### src/rtl/tc_io_pad_ctrl.sv
// tc_io_pad_ctrl: per-pad IO config registers, RTE power-up sequencing and output-enable
// turnaround gating. Optional per-pad write lock is built when TC_IO_PAD_CTRL_LOCK_EN is defined.
module tc_io_pad_ctrl #(
  parameter int  NumPads          = 8,
  parameter int  TurnaroundCycles = 2,
  parameter int  RteDelayCycles   = 16,
  localparam int AddrWidth        = (NumPads > 1) ? $clog2(NumPads) : 1
) (
  input  logic                   clk_i,
  input  logic                   rst_i,
  input  logic                   cfg_req_i,
  input  logic                   cfg_we_i,
  input  logic [AddrWidth-1:0]   cfg_addr_i,
  input  logic [7:0]             cfg_wdata_i,
  output logic                   cfg_gnt_o,
  output logic                   cfg_rvalid_o,
  output logic [7:0]             cfg_rdata_o,
  output logic                   rte_o,
  output logic                   ready_o,
  output logic [NumPads-1:0]     io_direction_oe_no,
  output logic [NumPads*4-1:0]   io_driving_strength_o,
  output logic [NumPads-1:0]     io_pullup_en_o,
  output logic [NumPads-1:0]     io_pulldown_en_o
);

  typedef enum logic [0:0] {
    RTE_WAIT = 1'b0,
    ACTIVE   = 1'b1
  } pwr_state_e;

  localparam logic [3:0]  TaLast  = 4'(TurnaroundCycles);
  localparam logic [15:0] RteLast = 16'(RteDelayCycles - 1);

  pwr_state_e         state_q, state_d;
  logic [15:0]        rte_cnt_q, rte_cnt_d;
  logic               rte_q, rte_d;
  logic               ready_q, ready_d;
  logic [7:0]         cfg_q [NumPads];
  logic [7:0]         cfg_d [NumPads];
  logic [3:0]         cnt_q [NumPads];
  logic [3:0]         cnt_d [NumPads];
  logic [NumPads-1:0] oe_no_q, oe_no_d;
  logic               rvalid_q, rvalid_d;
  logic [7:0]         rdata_q, rdata_d;
  logic [31:0]        addr_ext_s;
  logic [7:0]         wdata_s;
  logic [NumPads-1:0] locked_s;
  logic               wr_s, rd_s;

  // Pull-up wins over pull-down; bit 7 is only kept when the lock feature exists.
  function automatic logic [7:0] resolve_wdata(input logic [7:0] w);
`ifdef TC_IO_PAD_CTRL_LOCK_EN
    return {w[7], w[6] & ~w[5], w[5:0]};
`else
    return {w[7] & 1'b0, w[6] & ~w[5], w[5:0]};
`endif
  endfunction

  assign cfg_gnt_o  = cfg_req_i;
  assign wr_s       = cfg_req_i & cfg_we_i;
  assign rd_s       = cfg_req_i & ~cfg_we_i;
  assign addr_ext_s = 32'(cfg_addr_i);
  assign wdata_s    = resolve_wdata(cfg_wdata_i);

  // Per-pad lock status.
  always_comb begin
    locked_s = '0;
    for (int p = 0; p < NumPads; p++) begin
`ifdef TC_IO_PAD_CTRL_LOCK_EN
      locked_s[p] = cfg_q[p][7];
`else
      locked_s[p] = 1'b0;
`endif
    end
  end

  // Power-up FSM next state and registered rte/ready values.
  always_comb begin
    state_d   = state_q;
    rte_cnt_d = rte_cnt_q;
    rte_d     = rte_q;
    ready_d   = ready_q;
    case (state_q)
      RTE_WAIT: begin
        if (rte_cnt_q == RteLast) begin
          state_d   = ACTIVE;
          rte_cnt_d = 16'd0;
          rte_d     = 1'b1;
          ready_d   = 1'b1;
        end else begin
          rte_cnt_d = rte_cnt_q + 16'd1;
        end
      end
      ACTIVE: begin
        rte_d   = 1'b1;
        ready_d = 1'b1;
      end
      default: begin
        state_d   = RTE_WAIT;
        rte_cnt_d = 16'd0;
        rte_d     = 1'b0;
        ready_d   = 1'b0;
      end
    endcase
  end

  // Config register writes, read mux and per-pad drive turnaround.
  always_comb begin
    rvalid_d = cfg_req_i;
    rdata_d  = 8'h00;
    oe_no_d  = '1;
    for (int p = 0; p < NumPads; p++) begin
      if (wr_s && (addr_ext_s == 32'(p)) && !locked_s[p]) begin
        cfg_d[p] = wdata_s;
      end else begin
        cfg_d[p] = cfg_q[p];
      end
      rdata_d = rdata_d | ({8{rd_s && (addr_ext_s == 32'(p))}} & cfg_q[p]);
      // Counter tracks how long the current drive request has been stable.
      if (!((state_q == ACTIVE) && cfg_q[p][0])) begin
        cnt_d[p] = 4'd0;
      end else if (cnt_q[p] == TaLast) begin
        cnt_d[p] = TaLast;
      end else begin
        cnt_d[p] = cnt_q[p] + 4'd1;
      end
      oe_no_d[p] = ~((state_d == ACTIVE) && cfg_d[p][0] && (cnt_d[p] == TaLast));
    end
  end

  // Power FSM state register.
  always_ff @(posedge clk_i or posedge rst_i) begin
    if (rst_i) begin
      state_q <= RTE_WAIT;
    end else begin
      state_q <= state_d;
    end
  end

  // Datapath registers.
  always_ff @(posedge clk_i or posedge rst_i) begin
    if (rst_i) begin
      rte_cnt_q <= 16'd0;
      rte_q     <= 1'b0;
      ready_q   <= 1'b0;
      oe_no_q   <= '1;
      rvalid_q  <= 1'b0;
      rdata_q   <= 8'h00;
      for (int p = 0; p < NumPads; p++) begin
        cfg_q[p] <= 8'h00;
        cnt_q[p] <= 4'd0;
      end
    end else begin
      rte_cnt_q <= rte_cnt_d;
      rte_q     <= rte_d;
      ready_q   <= ready_d;
      oe_no_q   <= oe_no_d;
      rvalid_q  <= rvalid_d;
      rdata_q   <= rdata_d;
      for (int p = 0; p < NumPads; p++) begin
        cfg_q[p] <= cfg_d[p];
        cnt_q[p] <= cnt_d[p];
      end
    end
  end

  // Strength and pull outputs come straight from the config flops.
  always_comb begin
    io_driving_strength_o = '0;
    io_pullup_en_o        = '0;
    io_pulldown_en_o      = '0;
    for (int p = 0; p < NumPads; p++) begin
      io_driving_strength_o[4*p +: 4] = cfg_q[p][4:1];
      io_pullup_en_o[p]               = cfg_q[p][5];
      io_pulldown_en_o[p]             = cfg_q[p][6];
    end
  end

  assign rte_o              = rte_q;
  assign ready_o            = ready_q;
  assign io_direction_oe_no = oe_no_q;
  assign cfg_rvalid_o       = rvalid_q;
  assign cfg_rdata_o        = rdata_q;

endmodule

### config.mk
export PLATFORM = sky130hd
export DESIGN_NAME = tc_io_pad_ctrl
export DESIGN_NICKNAME = d
export VERILOG_FILES = /design/src/rtl/tc_io_pad_ctrl.sv
export SDC_FILE = /design/constraint.sdc
export NUM_CORES = 1
export LEC_CHECK = 0
export ABC_AREA = 1
export BUFFER_PORTS_ARGS = -buffer_cell sky130_fd_sc_hd__buf_4
export CORE_MARGIN = 5
export CORE_UTILIZATION = 30
export DETAILED_ROUTE_END_ITERATION = 16
export GPL_TIMING_DRIVEN = 1
export SLEW_MARGIN = 5
export SYNTH_ARGS = -nofsm -noshare
export SYNTH_HDL_FRONTEND = slang
export SYNTH_SLANG_ARGS = --single-unit
### constraint.sdc
create_clock -name clk_i -period 11.3 [get_ports clk_i]
set_clock_uncertainty 0.15 [all_clocks]
set_input_delay 2.26 -clock clk_i [delete_from_list [all_inputs] [get_ports clk_i]]
set_output_delay 2.26 -clock clk_i [all_outputs]
set_load 0.02 [all_outputs]
# Word-level counts from Yosys, hierarchy flattened
# Index checks and enable logic that the tools add are counted.
# op_classes
n_addsub	9
n_mux	29
reduce_logical	41
eq_ne	25
bitwise	29
# ops
cell	count
$and 8x7->8	8
$eq 4x2->1 const B	16
$mux 4	16
$or 8x8->8	7
$logic_and 1x1->1	40
$add 4x1->4 const B	8
$logic_not 32->1	1
$add 16x1->16 const B	1
$eq 16x4->1 const B	1
$mux 16	1
$eq 3x3->1 const B	4
$mux 1	11
$not 1->1	11
$eq 3x2->1 const B	2
$and 1x1->1	3
$eq 3x1->1 const B	1
$ne 2x2->1 const B	1
$pmux 1 s2	1
# word_totals
elab_cells	163
out_inout_bits	68
ff_bits	123

# Depth between registers and ports, before layout
# Gate-level depths: netlist of the first run.
# logic_depth
word_depth	11
ltp_mapped	9
mapped_depth_nobuf	9

# Worst setup path before layout of the first run
# Ideal clock, no wire load.
# synth_path
kind	input port to output port
start	in cfg_req_i
end	out cfg_gnt_o
path_buffers	1
cell_stages	1
t_required_ps	8890
setup_slack_ps	6496
arrival_ps	2394
path_cell_list	buf_4
# synth_rtl
item	line_no	text
from (decl)	11	input logic cfg_req_i,
to (decl)	15	output logic cfg_gnt_o,
# No word-level cell between the ends.

# Worst setup path in the final report of the first run
# layout_path
start	in cfg_req_i
end	out cfg_gnt_o
# No word-level cell between the ends.

==> summary.txt, run 1 <==
Timing
  – Fin crit share: 0.4376
  – Max-slew violation count: 0
  – Final Hold Fails: 0
  – Slew @ Worst Pin: 1004 ps
  – Slew HR: 0.3306
  – RSZ-0062 raised after global routing: false
  – Fmax: 0.2022 GHz
  – Min Tclk post-route: 4945 ps
  – Worst hold margin: 365.2 ps
  – Final count of negative-setup-slack endpoints: 0
  – Setup slack after layout: 6355 ps
  – Sum Neg Setup Slack: 0 ps

Logic synthesis
  – Top-area cell type share of the netlist area: 0.4431
  – Mapped Area: 0.006439 mm²
  – Post-synthesis area per instance: 8.038 µm²
  – Synthesized instance count: 801
  – Synth cell count leaders: 232 x nand2_1, 114 x dfrtp_1, 114 x inv_1
  – Leading cell type by number of instances after synthesis: nand2_1
  – Ys Warns: 0
  – Area contributors post-synth: dfrtp_1 44%, nand2_1 14%, inv_1 6.6%
  – Sequential fraction of the synthesis area: 0.4757
  – Syn Nets: 833
  – Post-synth EDFFs: 0
  – Synth area leader: dfrtp_1
  – Synth async-reset ratio: 1.000
  – Synth unique cells: 29
  – Most used DFF post-synth: dfrtp_1
  – Seq cells post-synth: 122

Clocking
  – Root buf cell: clkbuf_16
  – Post_cts resized: 0
  – Clock-pin transition on the worst setup and hold timing paths: 50 ps
  – CTS sink cnt: 122
  – H-tree depth: 4
  – CTS Hold Buffers Added: 0
  – CTS max path bufs: 2
  – TritonCTS buffer count: 17
  – Post-CTS Setup Repair Bufs: 0
  – Clk_lat worst skew: 410 ps
  – CTS tree: built

Floorplanning
  – Ports: 83
  – Die area: 0.02449 mm²
  – Chip height: 156.5 µm
  – Initial Utilization: 0.3053
  – Standard-cell row count: 53
  – Die W: 156.5 µm
  – Core area: 0.02109 mm²

Power
  – NetSw: 0.4007 mW
  – Total internal power: 0.9870 mW
  – Clock power share: 0.426
  – Power, Total: 1.388 mW
  – Max IR drop VDD: 0.1077 mV
  – Static leakage: 3.932 nW
  – Sequential share of power: 0.397
  – Sw frac: 0.2888
  – Comb pwr share: 0.178
  – Power per cell area: 183.9 mW/mm²

Worst setup path
  – CP Class: primary input to output pin
  – Cell family with most CP delay: buffers and inverters
  – Max FO, Critical Path: 4
  – Critical path endpoint category: output pin
  – Worst setup SP type: primary input
  – Critical Path RT: 8890 ps
  – Critical-path top delay cell: buf_4
  – CP arrival: 2540 ps
  – Reg2reg path depth: 6
  – CP Cell Sequence: buf_4, buf_4
  – Slowest stage delay, CP: 150 ps
  – Critical Path Start: cfg_req_i
  – CP Buf/Inv Count: 2
  – R2R Path Start: state_q
  – CP Depth: 2
  – Crit-path most repeated cell: buf_4

Run
  – Max-Cap Viols: 0

Place
  – RePlAce Congestion: 0.8726
  – Dpl cells: 1091
  – DP Worst Slack: 6355 ps
  – Placed Area: 0.006905 mm²
  – Hpwl dp: 11.16 mm
  – I/O Buffers: 80

Run status
  – Status: finished, final reports clean

Routing
  – Routed wire length per instance: 13.61 µm
  – Met1 wire length: 7.007 mm
  – Met2 WL: 7.281 mm
  – DR DRC count: 0
  – Total Routed Length: 15.28 mm
  – Via count: 5008
  – Post-DR vias/cell: 4.459
  – Detailed Route Iter0 Violations: 316
  – Max Used Layer: met4
  – Detailed route wirelength on metal3: 604 µm
  – DR pass1 iterations: 4
  – Antenna viol nets, final: 0

Hold path
  – Hold Path Origin: ready_o
  – WHS Path Cells: 1
  – Hold Path Class: register to register

Cells and area
  – Ant. Diodes: 0
  – Fill cell count: 2188
  – Post-Layout Cell Count: 1123
  – Fin util: 0.3579
  – Area delta synth->final: 17.22%
  – Finished Cell Area: 0.007547 mm²
  – Final net count: 867
  – Area of the multi-input gates: 0.002441 mm²
  – Share of layout cells above drive strength 1: 0.1816
  – Reg area: 0.003063 mm²

GRT
  – Vias in the first global route: 4708
  – Largest net degree at the start of global routing: 80
  – GR Overflow Total: 0
  – GRT Overall Usage: 0.1283
  – First-pass GRT wire length: 24.75 mm
  – Initial antenna violation count: 0
## worst register-to-register path: stages (launching register included)
cell and delay (ps):
dfrtp_1 860, clkinv_1 690, nand2_1 240, xor2_1 160, inv_1 50, nand2_1 50, inv_1 40
## state kept, by name, summed over array words and instances, names as in the netlist, 7 cells and up
name / flops
cfg_q: 8
rte_cnt_q: 16
io_direction_oe_no: 8
cfg_rdata_o: 7
cnt_q: 32
io_pulldown_en_o: 8
io_pullup_en_o: 8
io_driving_strength_o: 32
## placed cells by master, fill, tap and decap left out, drive strengths merged
cell type  instances
nand3b             8
o21bai             2
a31oi              7
buf               81
nor2              65
dfstp              8
nand2            234
clkinvlp           2
conb               1
o21ai             69
xor2               4
ha                17
nand4             29
a21oi              1
xnor2              1
clkinv             7
bufinv             5
nand3             56
clkbuf            19
inv              118
dfrtp            114
## power by group through the flow
stage	sequential [mW]	combinational (mW)	clock (mW)
detailed placement	0.557	0.250	0
global route	0.558	0.274	0.619
CTS	0.550	0.251	0.602
finish	0.550	0.247	0.591
floorplan	0.542	0.204	0
global placement	0.557	0.245	0
## per-layer routing
layer / vias up / track usage
met2: 102 / 0.2046
met5: - / 0
met4: 0 / 0.05372
met1: 2331 / 0.1680
met3: 28 / 0.02959
li1: 2547 / -
## cell families after synthesis
logic type                 Yosys count  synth area share
and+or+nand+nor                    392            0.2676
buffers and inverters              185            0.1452
DFF                                122            0.4757
AOI/OAI and AO/OA                   79           0.07112
adders and majority gates           17           0.03303
xor gates and xnor gates             5          0.006801
other                                1         0.0005824
## layout make-up
cell class,instances,area share
Inverter,119,0.05952
Sequential cell,122,0.4058
Clock inverter,13,0.02636
Timing Repair Buffer,81,0.08057
Tap cell,275,0.04559
Multi-Input combinational cell,494,0.3234
Clock buffer,19,0.05869
## worst paths after layout
path                                      to  slack (ps)
setup / recovery                   cfg_gnt_o        6350
hold / removal                       ready_o         370
setup reg to reg                rte_cnt_q[4]        8980
hold reg to reg                      ready_o         370
max in group asynchronous  io_pullup_en_o[5]        7830
min in group asynchronous       rte_cnt_q[5]        1760
No activity file was read; power rests on OpenSTA's default activity.
==> run 2: changes to the inputs <==
clock period = 4 ns   (was 11.3 ns; I/O delays follow)
==> run 2 against run 1 <==
Against the previous run: total power rose to 2.7 times the previous value; first-iteration DRC count up 17%; cell area fell by 0.40%; critical path type is now register to output pin; critical endpoint is now io_direction_oe_no[0].
==> summary.txt, run 2 (same netlist as run 1, synthesis figures left out) <==
Timing
  – Sum Neg Setup Slack: 0 ps (unchanged)
  – Slew HR: 0.4646 (was 0.3306)
  – Fmax: 0.4906 GHz
  – Min Tclk post-route: 2038 ps
  – Fin crit share: 0.5096
  – Worst hold margin: 349.9 ps (was 365.2 ps)
  – Slew @ Worst Pin: 803.1 ps (was 1004 ps)
  – Final Hold Fails: 0 (unchanged)
  – Setup slack after layout: 1962 ps (was 6355 ps)
  – Max-slew violation count: 0 (unchanged)
  – Final count of negative-setup-slack endpoints: 0 (unchanged)
  – RSZ-0062 raised after global routing: false (unchanged)

GRT
  – First-pass GRT wire length: 25.16 mm (was 24.75 mm)
  – GR Overflow Total: 0 (unchanged)
  – Vias in the first global route: 4783 (was 4708)
  – Initial antenna violation count: 1 (was 0)
  – GRT Overall Usage: 0.1295 (was 0.1283)
  – Largest net degree at the start of global routing: 65 (was 80)

Cells and area
  – Post-Layout Cell Count: 1125 (was 1123)
  – Area delta synth->final: 16.75% (was 17.22%)
  – Most common cell after layout, fill and taps aside: nand2_1 (unchanged)
  – Final net count: 869 (was 867)
  – Share of layout cells above drive strength 1: 0.1837 (was 0.1816)
  – Commonest cells after routing, fill and taps aside: 232 x nand2_1, 114 x dfrtp_1, 113 x inv_1 (unchanged)
  – Fill cell count: 2214 (was 2188)
  – Fin util: 0.3565 (was 0.3579)
  – Finished Cell Area: 0.007517 mm² (was 0.007547 mm²)

Worst setup path
  – CP arrival: 1090 ps (was 2540 ps)
  – CP Class: register to output pin (was primary input to output pin)
  – Worst setup SP type: register (was primary input)
  – Max FO, Critical Path: 1 (was 4)
  – Cell family with most CP delay: flip-flops (was buffers and inverters)
  – CP Cell Sequence: buf_4 (was buf_4, buf_4)
  – CP Buf/Inv Count: 1 (was 2)
  – Slowest stage delay, CP: 540 ps (was 150 ps)
  – Critical path endpoint category: output pin (unchanged)
  – Critical Path RT: 3050 ps (was 8890 ps)
  – Critical-path top delay cell: dfstp_2 (was buf_4)
  – R2r setup slk: 2150 ps (was 8980 ps)

Clocking
  – CTS sink cnt: 122 (unchanged)
  – CTS tree: built (unchanged)
  – Clock-pin transition on the worst setup and hold timing paths: 60 ps (was 50 ps)
  – Root buf cell: clkbuf_16 (unchanged)
  – H-tree depth: 4 (unchanged)
  – Post-CTS Setup Repair Bufs: 0 (unchanged)
  – TritonCTS buffer count: 17 (unchanged)
  – Post_cts resized: 0 (unchanged)
  – CTS max path bufs: 2 (unchanged)
  – CTS Hold Buffers Added: 0 (unchanged)
  – Clk_lat worst skew: 410 ps (about the same)

Place
  – I/O Buffers: 80 (unchanged)
  – RePlAce Congestion: 0.8455 (was 0.8726)
  – DP Worst Slack: 1614 ps (was 6355 ps)
  – Hpwl dp: 11.29 mm (was 11.16 mm)
  – Placed Area: 0.006922 mm² (was 0.006905 mm²)
  – Dpl cells: 1093 (was 1091)

Power
  – Power per cell area: 501.8 mW/mm² (was 183.9 mW/mm²)
  – Static leakage: 3.907 nW (was 3.932 nW)
  – Power, Total: 3.772 mW (was 1.388 mW)
  – Max IR drop VDD: 0.2690 mV (was 0.1077 mV)

Floorplanning
  – Die area: 0.02449 mm² (unchanged)
  – Initial Utilization: 0.3053 (unchanged)
  – Standard-cell row count: 53 (unchanged)
  – Chip height: 156.5 µm (unchanged)
  – Core area: 0.02109 mm² (unchanged)
  – Ports: 83 (unchanged)
  – Die W: 156.5 µm (unchanged)

Routing
  – Routed wire length per instance: 13.30 µm (was 13.61 µm)
  – Post-DR vias/cell: 4.444 (was 4.459)
  – DR pass1 iterations: 4 (unchanged)
  – Total Routed Length: 14.96 mm (was 15.28 mm)
  – DR DRC count: 0 (unchanged)
  – Detailed Route Iter0 Violations: 370 (was 316)
  – Antenna viol nets, final: 0 (unchanged)
  – Via count: 5000 (was 5008)

Run
  – Max-Cap Viols: 0 (unchanged)

Run status
  – Status: finished, final reports clean (unchanged)

Hold path
  – Hold Path Class: register to register (unchanged)
==> run 2: layer usage <==
| metal | global-route usage | part of all wire | routed length (µm) | up-vias |
|---|---|---|---|---|
| met1 | 0.1710 | 0.46 | 6879 | 2348 |
| met3 | 0.02876 | 0.033 | 489 | 20 |
| li1 | - | - | - | 2556 |
| met2 | 0.2067 | 0.49 | 7317 | 76 |
| met5 | 0 | 0 | 0 | - |
| met4 | 0.05207 | 0.019 | 277 | 0 |
==> run 2: layout make-up <==
cell class | instances | area (µm²) | share of cell area
antenna | 1 | 2.502 | 0.0003329
clock buffer | 19 | 452.9 | 0.06025
timing repair buffer | 83 | 623.1 | 0.08289
multi-input combinational | 494 | 2441 | 0.3247
sequential | 122 | 3063 | 0.4075
inverter | 119 | 450.4 | 0.05992
clock inverter | 12 | 140.1 | 0.01864
tap | 275 | 344.1 | 0.04577
==> run 2: path summary, 6_finish.rpt <==
| path | end | start | cells after the start |
|---|---|---|---|
| max | io_direction_oe_no[0] | io_direction_oe_no[0] | 1 |
| min | ready_o | ready_o | 1 |
| max reg2reg | rte_cnt_q[4] | state_q | 7 |
| min reg2reg | ready_o | ready_o | 1 |
| max in group asynchronous | io_pullup_en_o[3] | rst_i | 3 |
| min in group asynchronous | cnt_q[23] | rst_i | 3 |
==> run 2: power by group <==
part / switching (mW) / total [mW] / internal (mW) / leakage, nW
clock network: 0.569 / 1.52 / 0.954 / 0.283
registers: 0.155 / 1.55 / 1.40 / 1.59
logic: 0.422 / 0.696 / 0.274 / 2.04
total: 1.15 / 3.77 / 2.63 / 3.91
==> run 3: changes to the inputs <==
clock period = 1.94 ns   (was 4 ns; I/O delays follow)
==> run 3 against run 2 <==
Against the previous run: wire length is 2.6% higher; sequential power is 110% higher; via count is 1.5% higher; register-to-register slack worse by 1800 ps; total power is 100% higher; global-route usage is 0.10 points higher; first-iteration DRC count is 17% lower; die area stayed put; combinational power is 110% higher; sequential share of layout area is 0.27 points lower; critical endpoint is now cfg_rdata_o[5]; largest power group unchanged.
==> summary.txt, run 3 (same netlist as run 1, synthesis figures left out) <==
Run status
  – Status: finished, final reports clean (unchanged)

Clocking
  – Root buf cell: clkbuf_16 (unchanged)
  – Clock-pin transition on the worst setup and hold timing paths: 50 ps (was 60 ps)
  – CTS tree: built (unchanged)
  – TritonCTS buffer count: 17 (unchanged)
  – Post-CTS Setup Repair Bufs: 0 (unchanged)
  – H-tree depth: 4 (unchanged)
  – Clk_lat worst skew: 410 ps (about the same)
  – CTS max path bufs: 2 (unchanged)
  – CTS sink cnt: 122 (unchanged)

Timing
  – Worst hold margin: 156.1 ps (was 349.9 ps)
  – Final Hold Fails: 0 (unchanged)
  – RSZ-0062 raised after global routing: false (unchanged)
  – Min Tclk post-route: 1806 ps
  – Fmax: 0.5536 GHz
  – Max-slew violation count: 0 (unchanged)
  – Final count of negative-setup-slack endpoints: 0 (unchanged)
  – Fin crit share: 0.9311

Routing
  – Detailed Route Iter0 Violations: 308 (was 370)
  – Antenna viol nets, final: 0 (unchanged)
  – Post-DR vias/cell: 4.482 (was 4.444)
  – Total Routed Length: 15.35 mm (was 14.96 mm)
  – DR DRC count: 0 (unchanged)
  – Via count: 5074 (was 5000)
  – Routed wire length per instance: 13.56 µm (was 13.30 µm)
  – DR pass1 iterations: 5 (was 4)

GRT
  – Largest net degree at the start of global routing: 67 (was 65)
  – GRT Overall Usage: 0.1305 (was 0.1295)
  – GR Overflow Total: 0 (unchanged)
  – First-pass GRT wire length: 25.21 mm (was 25.16 mm)
  – Initial antenna violation count: 0 (was 1)
  – Vias in the first global route: 4901 (was 4783)

Worst setup path
  – Reg2reg path depth: 8 (was 7)
  – CP Class: primary input to register (was register to output pin)
  – Worst setup SP type: primary input (was register)
  – R2R Path Start: rte_cnt_q[1] (was state_q)
  – FF-to-FF End: rte_cnt_q[1] (was rte_cnt_q[4])
  – CP arrival: 2010 ps (was 1090 ps)
  – Max FO, Critical Path: 7 (was 1)
  – Critical path endpoint category: register (was output pin)
  – Worst setup path end: cfg_rdata_o[5] (was io_direction_oe_no[0])
  – Critical Path Start: cfg_req_i (was io_direction_oe_no[0])
  – R2r setup slk: 330 ps (was 2150 ps)
  – Critical Path RT: 2140 ps (was 3050 ps)

Power
  – NetSw: 2.272 mW (was 1.146 mW)
  – Power, Total: 7.575 mW (was 3.772 mW)
  – Static leakage: 3.937 nW (was 3.907 nW)
  – Comb pwr share: 0.193 (was 0.185)
  – Sequential share of power: 0.423 (was 0.412)
  – Power per cell area: 1001 mW/mm² (was 501.8 mW/mm²)
  – Clock power share: 0.384 (was 0.404)
  – Sw frac: 0.2999 (was 0.3037)
  – Total internal power: 5.303 mW (was 2.626 mW)
  – Max IR drop VDD: 0.5905 mV (was 0.2690 mV)

Floorplanning
  – Die area: 0.02449 mm² (unchanged)
  – Ports: 83 (unchanged)
  – Chip height: 156.5 µm (unchanged)
  – Core area: 0.02109 mm² (unchanged)
  – Die W: 156.5 µm (unchanged)
  – Initial Utilization: 0.3053 (unchanged)
  – Standard-cell row count: 53 (unchanged)

Hold path
  – Hold Path Class: primary input to register (was register to register)

Run
  – Max-Cap Viols: 0 (unchanged)

Cells and area
  – Ant. Diodes: 0 (was 1)
  – Area of the multi-input gates: 0.002449 mm² (was 0.002441 mm²)
  – Commonest cells after routing, fill and taps aside: 232 x nand2_1, 114 x dfrtp_1, 113 x inv_1 (unchanged)
  – Share of layout cells above drive strength 1: 0.1855 (was 0.1837)
  – Reg area: 0.003063 mm² (unchanged)
  – Most common cell after layout, fill and taps aside: nand2_1 (unchanged)
  – Final net count: 877 (was 869)
  – Area delta synth->final: 17.53% (was 16.75%)
  – Fill cell count: 2181 (was 2214)
  – Fin util: 0.3588 (was 0.3565)

Place
  – RePlAce Congestion: 0.8545 (was 0.8455)
  – Hpwl dp: 11.38 mm (was 11.29 mm)
  – I/O Buffers: 80 (unchanged)
-- run 3: worst min path at each step --
stage	startpoint	cells past startpoint	slack (ps)	to
after global placement	ready_o	1	340	ready_o
after CTS	cfg_wdata_i[0]	3	140	cfg_q[8]
after global routing	cfg_wdata_i[0]	3	170	cfg_q[16]
final	cfg_wdata_i[0]	3	160	cfg_q[16]
after floorplan	cfg_req_i	0	270	cfg_rvalid_o
after detailed placement	ready_o	1	340	ready_o
-- run 3: worst max-delay path: stages --
cell and delay [ps]:
dlygate4sd3_1 530, buf_4 120, nand2_2 150, inv_1 110, nand3_1 220, o21ai_0 340, nor2_1 70, nand2_1 70
-- run 3: metal layers --
layer | GRT usage | share of wire | routed length (µm) | vias to the layer above
met2 | 0.2165 | 0.49 | 7480 | 118
met4 | 0.04752 | 0.019 | 291 | 0
met5 | 0 | 0 | 0 | -
met3 | 0.03291 | 0.042 | 642 | 20
met1 | 0.1651 | 0.45 | 6935 | 2363
li1 | - | - | - | 2573
-- run 3: what timing repair did --
item | 4_1_cts | 5_1_grt
resized for setup | 0 | 1
hold buffers | 2 | 0
hold endpoints to repair | 115 | 0
endpoints found under the setup margin | 0 | 1
-- run 3: cell type report --
type	instances	area share
Clock buffer	23	0.06316
Inverter	119	0.05952
Timing Repair Buffer	91	0.09425
Sequential cell	122	0.4048
Clock inverter	8	0.009259
Tap cell	275	0.04547
Multi-Input combinational cell	494	0.3236
-- run 3: metrics by stage --
step | worst slack (ps) | std cells | area [µm²] | setup TNS (ps)
2_1_floorplan | -88.79 | 801 | 6442 | -10120
3_3_place_gp | 219.3 | 1099 | 6992 | 0
3_5_place_dp | 226.1 | 1099 | 6992 | 0
4_1_cts | 136.0 | 1132 | 7560 | 0
5_1_grt | 4.863 | 1132 | 7567 | 0
6_report | 133.7 | 1132 | 7567 | 0
-- run 3: power by group through the flow --
stage | clock network, mW | registers (mW) | logic [mW]
final | 2.91 | 3.21 | 1.46
after CTS | 3.00 | 3.21 | 1.48
after global routing | 3.10 | 3.25 | 1.63
after detailed placement | 0 | 3.25 | 1.47
after global placement | 0 | 3.24 | 1.45
after floorplan | 0 | 3.16 | 1.19
